<file path="src/rtl/fsm_edge_detect_multi_if.sv">
// Bundle for fsm_edge_detect_multi: per-channel inputs and edge outputs.
// master drives din/edge_sel (and cnt_clr when EDGE_CNT_EN); slave is the detector.
interface fsm_edge_detect_multi_if #(
  parameter int N = 4
) ();
  logic [N-1:0]   din;
  logic [2*N-1:0] edge_sel;
  logic [N-1:0]   pulse;
  logic [N-1:0]   level;
  logic           any_pulse;
`ifdef EDGE_CNT_EN
  logic [N-1:0]   cnt_clr;
  logic [8*N-1:0] edge_cnt;

  modport master (
    output din, edge_sel, cnt_clr,
    input  pulse, level, any_pulse, edge_cnt
  );
  modport slave (
    input  din, edge_sel, cnt_clr,
    output pulse, level, any_pulse, edge_cnt
  );
`else
  modport master (
    output din, edge_sel,
    input  pulse, level, any_pulse
  );
  modport slave (
    input  din, edge_sel,
    output pulse, level, any_pulse
  );
`endif
endinterface

</file>
<file path="src/rtl/fsm_edge_detect_multi.sv">
// N-channel glitch-filtered edge detector, Moore or Mealy pulse timing.
// Ports: clk, rst (async active-low), bus.slave: din, edge_sel in; pulse,
// level, any_pulse out. Macro EDGE_CNT_EN adds cnt_clr in / edge_cnt out.
module fsm_edge_detect_multi #(
  parameter int N     = 4,
  parameter int FILT  = 0,
  parameter int MOORE = 1
) (
  input logic clk,
  input logic rst,
  fsm_edge_detect_multi_if.slave bus
);
  localparam int CW = (FILT < 1) ? 1 : $clog2(FILT + 1);
  localparam logic [CW-1:0] FMAX = CW'(FILT);

  localparam logic [1:0] S_LOW  = 2'd0;
  localparam logic [1:0] S_RISE = 2'd1;
  localparam logic [1:0] S_HIGH = 2'd2;
  localparam logic [1:0] S_FALL = 2'd3;

  logic [N-1:0][1:0]    st_q, st_d;
  logic [N-1:0][CW-1:0] cnt_q, cnt_d;
  logic [N-1:0]         lvl, acc, pul;

  always_comb begin
    st_d  = st_q;
    cnt_d = cnt_q;
    lvl   = '0;
    acc   = '0;
    pul   = '0;
    for (int i = 0; i < N; i++) begin
      lvl[i] = (st_q[i] == S_RISE) ||
               (st_q[i] == S_HIGH);
      acc[i] = (bus.din[i] != lvl[i]) &&
               (cnt_q[i] == FMAX);
      // counter restarts on accept or whenever din matches level
      if ((bus.din[i] == lvl[i]) || acc[i])
        cnt_d[i] = '0;
      else
        cnt_d[i] = cnt_q[i] + 1'b1;
      case (st_q[i])
        S_LOW:   st_d[i] = acc[i] ? S_RISE : S_LOW;
        S_RISE:  st_d[i] = acc[i] ? S_FALL : S_HIGH;
        S_HIGH:  st_d[i] = acc[i] ? S_FALL : S_HIGH;
        default: st_d[i] = acc[i] ? S_RISE : S_LOW;
      endcase
      if (MOORE != 0)
        pul[i] = ((st_q[i] == S_RISE) &&
                  bus.edge_sel[2*i]) ||
                 ((st_q[i] == S_FALL) &&
                  bus.edge_sel[2*i+1]);
      else
        // gated by rst: accept is combinational and
        // can be high while the state is held in reset
        pul[i] = rst && acc[i] &&
                 ((!lvl[i] && bus.edge_sel[2*i]) ||
                  (lvl[i] && bus.edge_sel[2*i+1]));
    end
  end

  always_ff @(posedge clk or negedge rst) begin
    if (!rst) begin
      st_q  <= {N{S_LOW}};
      cnt_q <= '0;
    end else begin
      st_q  <= st_d;
      cnt_q <= cnt_d;
    end
  end

  assign bus.pulse     = pul;
  assign bus.level     = lvl;
  assign bus.any_pulse = |pul;

`ifdef EDGE_CNT_EN
  logic [N-1:0][7:0] ecnt_q, ecnt_d;

  always_comb begin
    ecnt_d = ecnt_q;
    for (int i = 0; i < N; i++) begin
      if (bus.cnt_clr[i])
        ecnt_d[i] = '0;
      else if (pul[i] && (ecnt_q[i] != 8'hff))
        ecnt_d[i] = ecnt_q[i] + 8'd1;
    end
  end

  always_ff @(posedge clk or negedge rst) begin
    if (!rst) ecnt_q <= '0;
    else      ecnt_q <= ecnt_d;
  end

  assign bus.edge_cnt = ecnt_q;
`endif
endmodule

</file>
<file path="src/flat_wrapper.sv">
// flat-port wrapper written by rule: the top's interface ports become plain ports
module fsm_edge_detect_multi_flat 
#(
  parameter int N     = 4,
  parameter int FILT  = 0,
  parameter int MOORE = 1
)
  (clk, rst, bus_din, bus_edge_sel, bus_pulse, bus_level, bus_any_pulse);
  fsm_edge_detect_multi_if #(.N(N)) bus_i ();
  input logic clk;
  input logic rst;
  input wire logic [$bits(bus_i.din)-1:0] bus_din;
  input wire logic [$bits(bus_i.edge_sel)-1:0] bus_edge_sel;
  output wire logic [$bits(bus_i.pulse)-1:0] bus_pulse;
  output wire logic [$bits(bus_i.level)-1:0] bus_level;
  output wire logic [$bits(bus_i.any_pulse)-1:0] bus_any_pulse;
  assign bus_i.din = bus_din;
  assign bus_i.edge_sel = bus_edge_sel;
  assign bus_pulse = bus_i.pulse;
  assign bus_level = bus_i.level;
  assign bus_any_pulse = bus_i.any_pulse;
  fsm_edge_detect_multi #(.N(N), .FILT(FILT), .MOORE(MOORE)) u_core (.clk(clk), .rst(rst), .bus(bus_i));
endmodule
</file>
<file path="config.mk">
export PLATFORM = sky130hd
export DESIGN_NAME = fsm_edge_detect_multi_flat
export DESIGN_NICKNAME = d
export VERILOG_FILES = /design/src/rtl/fsm_edge_detect_multi_if.sv /design/src/rtl/fsm_edge_detect_multi.sv /design/src/flat_wrapper.sv
export SDC_FILE = /design/constraint.sdc
export NUM_CORES = 1
export LEC_CHECK = 0
export BUFFER_PORTS_ARGS = -buffer_cell sky130_fd_sc_hd__buf_2
export CAP_MARGIN = 0
export CORE_AREA = 2 2 39 41
export DETAILED_ROUTE_END_ITERATION = 6
export DIE_AREA = 0 0 41 43
export PLACE_DENSITY = 0.69
export SLEW_MARGIN = 10
export SYNTH_ARGS = -nofsm -noshare
export SYNTH_HDL_FRONTEND = slang
export SYNTH_SLANG_ARGS = --single-unit
</file>
<file path="constraint.sdc">
create_clock -name clk -period 2.03 [get_ports clk]
set_clock_uncertainty 0.05 [all_clocks]
set_input_delay 0.1015 -clock clk [delete_from_list [all_inputs] [get_ports clk]]
set_output_delay 0.1015 -clock clk [all_outputs]
set_load 0.02 [all_outputs]
</file>
==> impl_metrics.ini <==
[clocking]
post_cts_buffers = 0
cts-root-buf = clkbuf_4
cts_buffer_depth = 2
clk_latency_ns = 0.26
clkTransAtPathRegs_ns = 0.06
numCtsBuffers = 3
cts_tree = built
h-tree-depth = 1
cts.sinks = 12

[status]
status = finished clean

[cells_and_area]
multiInputGateArea_um2 = 208
diodes = 0
fillers = 133
syn2layout_area_growth_pct = 33.0
drive_above_1_share_pct = 35.2
seq_area_um2 = 300
fin_cells = 87
num-nets-final = 95
fin_area_um2 = 701
post-route-util_pct = 50.6

[global_route]
grt_use_total_pct = 12.2
antenna_found_initial = 0
grt_pass1_vias = 346
gr-max-usage-layer = met2
grtUsageMet2_pct = 20.0
grt_pass1_wl_um = 1310
grt_use_met3_pct = 3.14
grt_max_degree = 13
use_met1_pct = 10.7
grt_overflow_total = 0

[yosys]
synth_area_per_cell_um2 = 12.5
ys_ff_latch = 12
ys_seq_area_share_pct = 57.0
synth.most_common_cell = dfrtp_1
synth_top_area_share_pct = 57.0
synthFlopType = dfrtp_1
ys_top_cells_by_count = 12 x dfrtp_1, 8 x ha_1, 8 x inv_1
synth.cell_area_um2 = 527
synth_cell_types = 8
syn_inst = 42
synth-async-reset-ratio_pct = 100
ys.warnings.count = 0
synth_area_leaders = dfrtp_1 57%, ha_1 19%, a22o_1 6.7%, xor2_1 6.7%, inv_1 5.7%
synth_edf_count = 0
synth_area_leader_cell = dfrtp_1

[power_and_ir_drop]
cellLeakagePower_nw = 0.421
seq_power_share_pct = 34.0
pwr_density_cell_nw_per_um2 = 1500
p_sw_mw = 0.452
ir_drop_mv = 0.556
power_frac_clock_pct = 12.8
internal_power_mw = 0.602
pwr-share-comb_pct = 53.2
switching_share_pct = 42.9

[routing]
vias = 357
routed_wl_um = 811
wl_per_cell_um = 9.32
ant_nets = 0
drt_iter0_drc = 7
drc = 0
first_pass_iters = 4
viasPerCell = 4.10

[critical_path]
r2r_cells = 3
cpPeakStageDelay_ns = 0.50
crit_chain = ha_1 -> a22o_1 -> or4_1 -> buf_2
crit_fanout = 2
path_delay_family = simple AND/OR/NAND/NOR gates
worstSetupStartpointType = flop
critical_path.endpoint_type = output port
cp_data_arrival_time_ns = 1.73
cp_slowest_cell = or4_1
crit_required_ns = 1.88
cp.depth = 4
worstSetupPathType = reg2out
path_buf_inv = 1

[floorplan]
coreArea_um2 = 1380
io-pin-count = 23
die_area_um2 = 1760
die_width_um = 41
dieHeight_um = 43
rows = 14
initial_utilization_pct = 38.1

[placed_design]
dpl_worst_slack_ns = 0.425
dp.final_hpwl_um = 660
gp_congestion = 0.714
dpl_cell_area_um2 = 668
numPlacedInstances = 83
io_buffers = 22

[min_path]
hold_class = in2reg
whs_path_depth = 3

[timing]
drv_slew = 0
fin_crit_sh_pct = 92.7
rsz0062_at_grt = no
max_clock_freq_mhz = 532
setup_tns_ns = 0
final-setup-viol-count = 0
min_period_ns = 1.88
postLayoutSetupSlackWorst_ns = 0.149
hold_violations = 0

[run]
max_cap_violations = 0
-- metal layers --
metal  part of all wire [%]  wire (um)
met1                     35        285
met3                    6.3         51
met4                      0          0
met5                      0          0
met2                     58        473
-- power groups by stage --
stage                     Combinational (mW)  Sequential (mW)  Clock [mW]
final                                  0.561            0.359       0.135
after global routing                   0.636            0.368       0.150
after CTS                              0.569            0.359       0.144
after detailed placement               0.564            0.364           0
after global placement                 0.540            0.358           0
after floorplan                        0.393            0.356           0
-- worst paths after layout --
check                                 from              end  slack (ns)
min reg2reg                u_core.cnt_q[0]   u_core.st_q[0]        0.34
min in group asynchronous              rst  u_core.cnt_q[2]        0.19
max reg2reg                 u_core.st_q[0]   u_core.st_q[0]        0.92
max                         u_core.st_q[6]    bus_any_pulse        0.15
min                             bus_din[3]   u_core.st_q[6]        0.05
max in group asynchronous              rst  u_core.cnt_q[1]        1.54
-- state kept, by name (all words and copies together) (netlist names) --
signal and count:
u_core.st_q 8, u_core.cnt_q 4
-- per-stage QoR --
stage | hold WS (ns) | power [mW]
6_report | 0.0483 | 1.05
3_5_place_dp | -0.0619 | 0.929
4_1_cts | 0.0365 | 1.07
2_1_floorplan | -0.244 | 0.749
3_3_place_gp | -0.0657 | 0.898
5_1_grt | 0.0466 | 1.15
-- worst register-to-register path, delay by kind of cell, from the launching register on --
family                     cells  cell delay [ns]
DFF                            1             0.39
adders and majority gates      1             0.33
xor gates and xnor gates       1             0.18
and+or+nand+nor                1             0.06
-- kinds of logic (layout without fill, tap and decap cells) --
kind of cell             count (synthesis)  after routing  share of synthesized area (%)
flip-flops                              12             12                           57.0
adder cells (fa/ha/maj)                  8              8                           19.0
buffers and inverters                    8             34                           5.70
AND/OR/NAND/NOR                          5              5                           4.28
AO/OA/AOI/OAI                            4              4                           6.65
XOR/XNOR                                 4              4                           6.65
other                                    1              4                          0.712
-- final cells by class --
class / count / share of cell area [%]
Timing Repair Buffer: 23 / 17.1
Inverter: 8 / 4.29
Sequential cell: 12 / 42.9
Multi-Input combinational cell: 25 / 29.6
Tap cell: 16 / 2.86
Clock buffer: 3 / 3.21
-- layout by cell type, fill, tap and decap left out --
cell type / synthesis / final
dlygate4sd3_1: 0 / 1
a22o_1: 4 / 4
dfrtp_1: 12 / 12
nor2_1: 4 / 4
clkbuf_4: 0 / 3
inv_1: 8 / 8
ha_1: 8 / 8
conb_1: 1 / 4
or4_1: 1 / 1
buf_2: 0 / 22
xor2_1: 4 / 4
-- repair_timing --
| action | in CTS | in global routing |
|---|---|---|
| hold buffers | 1 | 0 |
| resized for setup | 0 | 0 |
| hold endpoints to repair | 12 | 0 |
(Power assumes the default switching activity.)
